File: config.mk
export PLATFORM = sky130hd
export DESIGN_NAME = ps2_keycode_rx
export DESIGN_NICKNAME = d
export VERILOG_FILES = /design/src/rtl/ps2_pkg.sv /design/src/rtl/ps2_frame_rx.sv /design/src/rtl/ps2_keycode_rx.sv
export SDC_FILE = /design/constraint.sdc
export NUM_CORES = 1
export LEC_CHECK = 0
export ABC_CLOCK_PERIOD_IN_PS = 1850
export CORE_UTILIZATION = 52
export DETAILED_ROUTE_END_ITERATION = 10
export GPL_TIMING_DRIVEN = 0
export HOLD_SLACK_MARGIN = 0.1
export PLACE_DENSITY = 0.84
export SYNTH_ARGS = -nofsm -noshare
export SYNTH_HDL_FRONTEND = slang
export SYNTH_SLANG_ARGS = --single-unit
File: constraint.sdc
create_clock -name clock -period 1.85 [get_ports clock]
set_input_delay 0.37 -clock clock [delete_from_list [all_inputs] [get_ports clock]]
set_output_delay 0.37 -clock clock [all_outputs]
set_load 0.05 [all_outputs]
File: src/rtl/ps2_pkg.sv
// Shared constants and types for the PS/2 keycode receiver.
package ps2_pkg;

  localparam logic [7:0] PS2_PREFIX_EXT   = 8'hE0;
  localparam logic [7:0] PS2_PREFIX_BREAK = 8'hF0;

  typedef enum logic [1:0] {IDLE, DATA, PARITY, STOP} frame_state_e;

  // Watchdog counter width; never narrower than one bit for tiny timeouts.
  function automatic int to_cnt_w(input int cycles);
    return (cycles > 2) ? $clog2(cycles) : 1;
  endfunction

endpackage

File: src/rtl/ps2_frame_rx.sv
// PS/2 frame receiver: pin sync, falling-edge strobe, 11-bit frame FSM, watchdog.
// Odd-parity checking is compiled in with PS2_PARITY_CHECK_EN.
module ps2_frame_rx
  import ps2_pkg::*;
#(
  parameter int TIMEOUT_CYCLES = 50000
) (
  input  logic       clock,
  input  logic       reset,
  input  logic       ps2_clk,
  input  logic       ps2_dat,
  output logic [7:0] byte_data,
  output logic       byte_strobe,
  output logic       frame_err,
  output logic       parity_err
);

  localparam int             CW      = to_cnt_w(TIMEOUT_CYCLES);
  localparam logic [CW-1:0]  TO_LAST = CW'(TIMEOUT_CYCLES - 1);

  logic [1:0]    clk_sync, dat_sync;
  logic          clk_prev, fall, dat_smp;
  frame_state_e  state;
  logic [2:0]    bit_cnt;
  logic [7:0]    shreg;
  logic [CW-1:0] wd_cnt;
  logic          ferr_q, timeout, par_ok;

  // Sync stages idle high so reset never fabricates a falling edge.
  always_ff @(posedge clock or posedge reset) begin
    if (reset) begin
      clk_sync <= 2'b11;
      dat_sync <= 2'b11;
      clk_prev <= 1'b1;
      fall     <= 1'b0;
      dat_smp  <= 1'b1;
    end else begin
      clk_sync <= {clk_sync[0], ps2_clk};
      dat_sync <= {dat_sync[0], ps2_dat};
      clk_prev <= clk_sync[1];
      fall     <= clk_prev & ~clk_sync[1];
      dat_smp  <= dat_sync[1];
    end
  end

  // An edge on the expiry cycle wins: timeout is masked by fall.
  assign timeout     = (state != IDLE) && !fall && (wd_cnt == TO_LAST);
  assign byte_strobe = fall && (state == STOP) && dat_smp && par_ok;
  assign byte_data   = shreg;
  assign frame_err   = ferr_q | timeout;

  always_ff @(posedge clock or posedge reset) begin
    if (reset) begin
      state   <= IDLE;
      bit_cnt <= 3'd0;
      shreg   <= 8'h00;
      wd_cnt  <= '0;
      ferr_q  <= 1'b0;
    end else begin
      ferr_q <= fall && (state == STOP) && !dat_smp;
      if (state == IDLE || fall || timeout) wd_cnt <= '0;
      else                                  wd_cnt <= wd_cnt + CW'(1);
      if (timeout) state <= IDLE;
      else if (fall) begin
        case (state)
          IDLE: if (!dat_smp) begin
            bit_cnt <= 3'd0;
            state   <= DATA;
          end
          DATA: begin
            shreg   <= {dat_smp, shreg[7:1]};
            bit_cnt <= bit_cnt + 3'd1;
            if (bit_cnt == 3'd7) state <= PARITY;
          end
          PARITY:  state <= STOP;
          default: state <= IDLE;
        endcase
      end
    end
  end

`ifdef PS2_PARITY_CHECK_EN
  logic par_bit, perr_q;

  assign par_ok     = ^{shreg, par_bit};
  assign parity_err = perr_q;

  // A bad stop bit is reported as a frame error only, never both.
  always_ff @(posedge clock or posedge reset) begin
    if (reset) begin
      par_bit <= 1'b0;
      perr_q  <= 1'b0;
    end else begin
      if (fall && state == PARITY) par_bit <= dat_smp;
      perr_q <= fall && (state == STOP) && dat_smp && !par_ok;
    end
  end
`else
  assign par_ok     = 1'b1;
  assign parity_err = 1'b0;
`endif

endmodule

File: src/rtl/ps2_keycode_rx.sv
// PS/2 keyboard decoder: strips E0/F0 prefixes and typematic repeats into
// single make events plus a held level. Parity check via PS2_PARITY_CHECK_EN.
module ps2_keycode_rx
  import ps2_pkg::*;
#(
  parameter int TIMEOUT_CYCLES = 50000
) (
  input  logic       clock,
  input  logic       reset,
  input  logic       ps2_clk,
  input  logic       ps2_dat,
  output logic [7:0] key_code,
  output logic       key_ext,
  output logic       key_valid,
  output logic       key_held,
  output logic       frame_err,
  output logic       parity_err
);

  logic [7:0] byte_data;
  logic       byte_strobe;
  logic       ext_f, brk_f, same_key;

  ps2_frame_rx #(.TIMEOUT_CYCLES(TIMEOUT_CYCLES)) u_frame (
    .clock       (clock),
    .reset       (reset),
    .ps2_clk     (ps2_clk),
    .ps2_dat     (ps2_dat),
    .byte_data   (byte_data),
    .byte_strobe (byte_strobe),
    .frame_err   (frame_err),
    .parity_err  (parity_err)
  );

  assign same_key = (byte_data == key_code) && (ext_f == key_ext);

  always_ff @(posedge clock or posedge reset) begin
    if (reset) begin
      key_code  <= 8'h00;
      key_ext   <= 1'b0;
      key_valid <= 1'b0;
      key_held  <= 1'b0;
      ext_f     <= 1'b0;
      brk_f     <= 1'b0;
    end else begin
      key_valid <= 1'b0;
      if (byte_strobe) begin
        if (byte_data == PS2_PREFIX_EXT) ext_f <= 1'b1;
        else if (byte_data == PS2_PREFIX_BREAK) brk_f <= 1'b1;
        else begin
          if (brk_f) begin
            if (same_key) key_held <= 1'b0;
          end else if (!(key_held && same_key)) begin
            key_code  <= byte_data;
            key_ext   <= ext_f;
            key_valid <= 1'b1;
            key_held  <= 1'b1;
          end
          ext_f <= 1'b0;
          brk_f <= 1'b0;
        end
      end
    end
  end

endmodule

## After elaboration in Yosys (flattened, before gate mapping)

Index checks and enable logic that the tools add are counted.

- Eq/ne operators: 15
- Mux-type cells: 19
- Bitwise logic cells: 8
- $add $sub $neg: 2
- Reduce and logical (&&, ||, !) cells: 22

Operators by type and width:

| operator | count |
|---|---|
| 16-bit by 1-bit adder with 16-bit output (second input constant) | 1 |
| 16-bit == test (second input constant) | 1 |
| 8-bit == test (second input constant) | 2 |
| 16-bit two-way mux | 1 |
| 1-bit two-way mux | 11 |
| 5-bit AND reduction | 2 |
| 8-bit == test | 1 |
| 2-bit two-way mux | 4 |
| 1-bit logical AND | 7 |
| 2-bit != test (second input constant) | 3 |
| 1-bit inverter | 6 |
| 2-bit case mux with 3 select lines | 1 |
| 3-bit case mux with 2 select lines | 1 |
| 3-bit AND reduction | 2 |
| 2-bit nonzero test | 3 |
| 2-bit == test (second input constant) | 2 |
| 2-bit AND reduction | 2 |
| 4-bit AND reduction | 1 |
| 3-bit by 1-bit adder with 3-bit output (second input constant) | 1 |
| 3-bit == test (second input constant) | 1 |
| 3-bit two-way mux | 1 |
| 3-bit by 1-bit != test with 1-bit output (second input constant) | 1 |
| 3-bit != test (second input constant) | 1 |
| 2-bit by 1-bit == test with 1-bit output (second input constant) | 1 |
| 7 further kinds | 9 |

- Logic and storage cells: 82
- Input bits: 4
- Output and inout bits: 13
- Bits in registers: 50

## Depth between registers and ports, before layout

- Depth in word-level cells: 8
- Depth in mapped cells: 7
- Depth with buffers taken out: 6

## Hierarchy

A second synthesis with hierarchy kept.

- Cell total of the unflattened synthesis: 194
- Area total of the unflattened synthesis: 2297.2 um^2

Modules (own cells, without submodules):

| module | cells an instance | area each (um^2) | seq. area each (um^2) | instances |
|---|---|---|---|---|
| ps2_frame_rx | 143 | 1676.6 | 933.4 | 1 |
| ps2_keycode_rx | 51 | 620.6 | 325.3 | 1 |

## Worst setup path before layout

No wires, ideal clock.

- Kind: reg2out
- Start: register u_frame.wd_cnt[5]
- End: output frame_err
- Buffers on the path: 0
- Slack: -167 ps
- Data arrival time: 1647 ps
- Stages on the path, launching flop included: 4
- Data required time: 1480 ps
- Cells stage by stage: dfrtp_1 or4b_1 nor4_2 a21o_1

- Longest elaborated chain between the ends: 3

Ends and longest elaborated chain:

| element | line | RTL |
|---|---|---|
| start, declared | ps2_frame_rx.sv:26 | `logic [CW-1:0] wd_cnt;` |
| start signal, assigned | ps2_frame_rx.sv:62 | `else wd_cnt <= wd_cnt + CW'(1);` |
| 16-bit == test | ps2_frame_rx.sv:47 | `assign timeout = (state != IDLE) && !fall && (wd_cnt == TO_LAST);` |
| 1-bit logical AND | ps2_frame_rx.sv:47 |  |
| 1-bit bitwise OR | ps2_frame_rx.sv:50 | `assign frame_err = ferr_q \| timeout;` |
| end, declared | ps2_keycode_rx.sv:16 | `output logic frame_err,` |

No other way between the ends.

## Worst setup path in the final report

- Start: register u_frame.wd_cnt[13]
- End: output frame_err

The elaborated chain is that of the path after synthesis.

==> flow_summary.json <==
{
  "status": "finished with violations",
  "violations": "negative setup slack",
  "synth_area_um2": 2280,
  "synthToLayoutAreaGrowth_pct": 24.0,
  "dp.cells": 259,
  "slew_viol_final": 0,
  "vias_per_cell": 5.35,
  "skew_ns": 0.00682,
  "layout-drive-gt1-share_pct": 29.6,
  "ys_types": 34,
  "routed_wl_um": 4480,
  "fp.dieArea_um2": 4660,
  "wl_per_cell_um": 16.0,
  "fin_tns_setup_ns": -0.474,
  "synth_nets": 204,
  "post-route-min-period_ns": 2.24,
  "num_rows": 23,
  "synth_seq_cells": 50,
  "grt-ovfl-total": 0,
  "slowest_delay_ns": 0.57,
  "htree_num_levels": 2,
  "place_area_um2": 2520,
  "p_per_area_nw_per_um2": 1240,
  "cp-end-kind": "output pin",
  "multi_input_area_um2": 1050,
  "grt_max_degree": 28,
  "gp_congestion": 0.817,
  "crit_chain": "or4b_4 -> nor4_4 -> a21o_2 -> buf_8",
  "antenna_found_initial": 0,
  "setup_viol": 9,
  "crit_path_start_kind": "flip-flop",
  "fin_area_um2": 2830,
  "grt_pass1_vias": 1499,
  "avgSynthCellArea_um2": 11.8,
  "cts_num_sinks": 50,
  "io_buffer_count": 15,
  "critPathTopFamily": "simple AND/OR/NAND/NOR gates",
  "place_hpwl_um": 2550,
  "hold_viol": 0,
  "cp_slowest_cell": "or4b_4",
  "path_max_fanout": 3,
  "p_total_mw": 3.52,
  "fin_cells": 280,
  "critPathBufInv": 1,
  "tightestPinTransition_ns": 0.530,
  "hold_path.class": "flip-flop to flip-flop",
  "first_pass_iters": 4,
  "worstPathRequired_ns": 1.48,
  "rsz0062_at_grt": "yes",
  "num-nets-final": 240,
  "clock-root-buffer": "clkbuf_8",
  "io_pins": 17,
  "postRouteAntennaNets": 0,
  "max_freq_mhz": 446,
  "ys_seq_area_share_pct": 55.1,
  "synth-edff-count": 0,
  "crit_type": "flip-flop to output pin",
  "place_ws_ns": -0.808,
  "period_share_pct": 121,
  "holdWs_ns": 0.357,
  "clk_pin_slew_ns": 0.09,
  "async_flop_share_pct": 100,
  "drt_iter0_drc": 72,
  "route.detailed.drc": 0,
  "setup_ws_ns": -0.390,
  "yosys_warnings": 0,
  "diodes": 0,
  "die_x_um": 68.3,
  "clkLatencyLatePin_ns": 0.31,
  "final_util_pct": 68.9,
  "cts_max_path_buffers": 2,
  "core_area_um2": 4120,
  "ir_worst_vdd_mv": 1.06,
  "critPathArrivalTime_ns": 1.87,
  "max_slew_margin_pct": 64.3,
  "fillers": 278,
  "cts_tree": "done",
  "cts_hold_buffers": 0,
  "floorplan.initialDensity_pct": 55.5,
  "final-seq-area_um2": 1260,
  "leakage_nw": 1.34,
  "grt_usage_pct": 21.3,
  "cts_made_buffers": 5,
  "chipHeight_um": 68.3,
  "synthFlopType": "dfrtp_1",
  "via_count": 1497,
  "netlist_instances": 193,
  "grt_pass1_wl_um": 7110,
  "maxCapViolations": 0
}
[metal layers]
layer / share of wire (%) / up-vias / track usage (%)
met2: 49 / 17 / 31.7
met1: 47 / 732 / 29.8
met4: 1.6 / 0 / 8.33
li1: - / 741 / -
met5: 0 / - / 0
met3: 2.3 / 7 / 5.17
[logic make-up after synthesis]
family | count (synthesis) | synth area share [%]
and+or+nand+nor | 64 | 14.8
muxes | 18 | 8.87
buffers and inverters | 13 | 2.85
DFF | 50 | 55.1
AOI/OAI and AO/OA | 20 | 6.68
other | 1 | 0.164
adders and majority gates | 7 | 3.83
xor gates and xnor gates | 20 | 7.67
[repair_timing]
item / in CTS / in global routing
pin swaps: 6 / 3
setup endpoints to repair: 30 / 23
setup buffers: 8 / 5
resized for setup: 32 / 10
gates cloned: 0 / 0
[sequential cells by signal, summed over array words and instances, names as in the netlist]
register	flops
u_frame.wd_cnt	16
key_valid	1
key_held	1
key_ext	1
u_frame.dat_sync	2
key_code	8
brk_f	1
u_frame.fall	1
u_frame.clk_prev	1
u_frame.clk_sync	2
u_frame.dat_smp	1
u_frame.byte_data	8
u_frame.bit_cnt	3
u_frame.ferr_q	1
ext_f	1
u_frame.state	2
[worst register-to-register path, stage by stage, from the launching register on]
cell and delay, ns:
dfrtp_1 0.44, buf_6 0.13, ha_4 0.14, nand3_2 0.08, a211o_1 0.27, a41oi_4 0.23, buf_12 0.18, mux2_4 0.30
[placed cells by master, fill, tap and decap left out, drive strengths merged, types with 6 or more instances in the layout]
cell	count
nand2	8
ha	7
xnor2	9
nor2	23
nor4	6
mux2	18
inv	9
dfrtp	44
dlygate4sd2	10
dfstp	6
a21oi	6
nand3	6
buf	19
xor2	11
[cells in the mapped netlist (all sizes together), types with 2 or more instances]
cell    instances  area share (%)
dfrtp          44              48
o21ai           4            0.88
or4b            2            0.88
mux2           18             8.9
nor3            3            0.66
nand2           8             1.3
a21oi           6             1.3
nor4            6             2.2
ha              7             3.8
nor2           23             3.8
nand2b          2            0.55
inv             9             1.5
a22o            5             1.9
nor2b           2            0.55
dfstp           6             6.9
or2             2            0.55
buf             4             1.4
xnor2           9             3.5
or3             3            0.82
xor2           11             4.2
nand4           4             1.1
nand3           6             1.3
[power by group]
group          switching, mW  internal (mW)
clock network          0.363          0.398
logic                  0.691          0.531
registers              0.236           1.30
total                   1.29           2.23
[final timing paths]
check                                         start                  end  slack [ns]  cells after the start
worst max-delay path             u_frame.wd_cnt[13]            frame_err       -0.39                      4
worst min-delay path            u_frame.dat_sync[0]  u_frame.dat_sync[1]        0.36                      0
worst max register to register     u_frame.state[1]          key_code[3]       -0.02                      7
worst min register to register  u_frame.dat_sync[0]  u_frame.dat_sync[1]        0.36                      0
max in group asynchronous                     reset      u_frame.dat_smp        0.86                      3
min in group asynchronous                     reset    u_frame.wd_cnt[7]        0.41                      2
[final cells by class]
cell class	count	area share [%]
Clock inverter	3	1.41
Clock buffer	5	2.43
Buffer	4	1.37
Tap cell	50	2.21
Timing Repair Buffer	29	9.89
Sequential cell	50	44.5
Inverter	9	1.19
Multi-Input combinational cell	130	37.0
Power figures use the tool's default switching activity.
==> variant, RTL diff (same flow settings) <==
Add a define of `PS2_PARITY_CHECK_EN`.
--- a/src/rtl/ps2_frame_rx.sv
+++ b/src/rtl/ps2_frame_rx.sv
@@ -1,5 +1,7 @@
 // PS/2 frame receiver: pin sync, falling-edge strobe, 11-bit frame FSM, watchdog.
 // Odd-parity checking is compiled in with PS2_PARITY_CHECK_EN.
+`define PS2_PARITY_CHECK_EN
+
 module ps2_frame_rx
   import ps2_pkg::*;
 #(
Formal check against the unedited RTL: same outputs for any inputs over 10 cycles, from zero or initial values and one cycle with reset high; that may be too few to reach the edited logic, so the function may still have changed.
==> variant against the original RTL <==
  * The flow still finishes with violations (negative setup slack)
  * Global-route usage shrank 1.1 points
  * Sequential cell count grew 2
  * Final area grew 12%
  * Die area grew 15%
  * Synthesized cell count grew 24%
  * Clock skew grew 0.0048 ns
  * Fmax shrank 4.3%
  * Area after synthesis grew 16%
  * Worst setup slack lost 0.10 ns
  * Routed wire length grew 16%
  * Total power grew 25%
==> variant: results (changes against the original RTL) <==
| Metric | Value |
|---|---|
| Max FFs per register | 16 (unchanged) |
| I/O Buffers | 16 (was 15) |
| Nets | 285 (was 240) |
| First-pass GRT wire length | 8220 um (was 7110 um) |
| Share of cells above drive strength 1 | 27.7% (was 29.6%) |
| Max VDD drop | 0.778 mV (was 1.06 mV) |
| Hold crit path type | input port to async pin (was flip-flop to flip-flop) |
| Metal2 WL | 2540 um (was 2180 um) |
| Vias in the first global route | 1768 (was 1499) |
| Setup bufs post-CTS | 4 (was 8) |
| Adder-Cell Fraction of Synth Area | 3.79% (was 3.83%) |
| Worst Tran Pin Value | 0.505 ns (was 0.530 ns) |
| Post-synthesis mux area share | 9.32% (was 8.87%) |
| Critical Path Sink | key_code[3] (was frame_err) |
| Most frequent cells after synthesis | dfrtp_1, nor2_1, xor2_1 (was dfrtp_1, nor2_1, mux2_2) |
| WL final | 5190 um (was 4480 um) |
| Drt via density | 5.55 (was 5.35) |
| Seq/Total Area, Yosys | 49.5% (was 55.1%) |
| Detailed placement HPWL | 3380 um (was 2550 um) |
| H-Tree Depth | 2 (unchanged) |
| CP startpoint | u_frame.byte_data[6] (was u_frame.wd_cnt[13]) |
| Setup violators final | 14 (was 9) |
| Met2 Usage GRT | 32.4% (was 31.7%) |
| Status | finished, violations left (unchanged) |
| Min setup slack post-route | -0.492 ns (was -0.390 ns) |
| Synthesized Nets | 252 (was 204) |
| Crit path DAT | 2.53 ns (was 1.87 ns) |
| Compound-Gate Fraction of Synth Area | 8.05% (was 6.68%) |
| Initial antenna violation count | 0 (unchanged) |
| Sw Ratio | 39.4% (was 36.6%) |
| Tot GR Track Use | 20.2% (was 21.3%) |
| Skew final | 0.0117 ns (was 0.00682 ns) |
| Post-CTS Resized | 26 (was 32) |
| Post-Synth XOR/XNOR Area | 10.2% (was 7.67%) |
| Worst path max stage delay | 0.52 ns (was 0.57 ns) |
| Top cells by area, synth | dfrtp_1, dfstp_2, mux2_4 (was dfrtp_1, mux2_2, dfstp_2) |
| LEAKAGE | 1.42 nW (was 1.34 nW) |
| Seq. pwr | 1.58 mW (was 1.54 mW) |
| Violated checks | negative setup slack (unchanged) |
| Met1 WL | 2400 um (was 2120 um) |
| 1st-iter DRT viols | 94 (was 72) |
| RR Startpoint | u_frame.byte_data[6] (was u_frame.state[1]) |
| Largest net degree at the start of global routing | 46 (was 28) |
| Met3 WL | 159 um (was 105 um) |
| Asr flop ratio synth | 100% (unchanged) |
| Placer Congestion | 0.804 (was 0.817) |
| Post-synth cell types | 47 (was 34) |
| Fin Setup TNS | -5.53 ns (was -0.474 ns) |
| Combinational power | 2.14 mW (was 1.22 mW) |
| Met1 Use GR | 27.4% (was 29.8%) |
| Met3 usage | 4.39% (was 5.17%) |
| Combinational power share | 48.6% (was 34.7%) |
| Family with the most delay on the worst path | XOR/XNOR gates (was simple AND/OR/NAND/NOR gates) |
-- variant: cell count changes after synthesis, moves of 5 or more --
cell / delta
nor3b_1: +6
and3_1: +5
mux2_4: +9
mux2_2: -9
nand2_1: +6
clkbuf_1: +8
-- variant: final cells by class --
type | count | area (um2)
well taps | 67 | 83.8
flip-flops and latches | 52 | 1320
repair buffers | 28 | 254
clock inverters | 2 | 15.0
inverters | 7 | 26.3
clock buffers | 6 | 82.6
fillers | 377 | 1650
plain buffers | 8 | 40.0
multi-input cells | 171 | 1350
-- variant: metrics by stage --
step / setup slack [ns] / hold WS (ns) / util, % / area, um2 / instances
2_1_floorplan: -0.428 / 0.345 / - / 2670 / 240
3_3_place_gp: -0.688 / 0.346 / 60.4 / 2910 / 323
3_5_place_dp: -0.634 / 0.347 / 60.9 / 2930 / 324
4_1_cts: -0.488 / 0.285 / 63.6 / 3060 / 335
5_1_grt: -0.613 / 0.292 / 65.8 / 3170 / 341
6_report: -0.492 / 0.276 / 65.8 / 3170 / 341
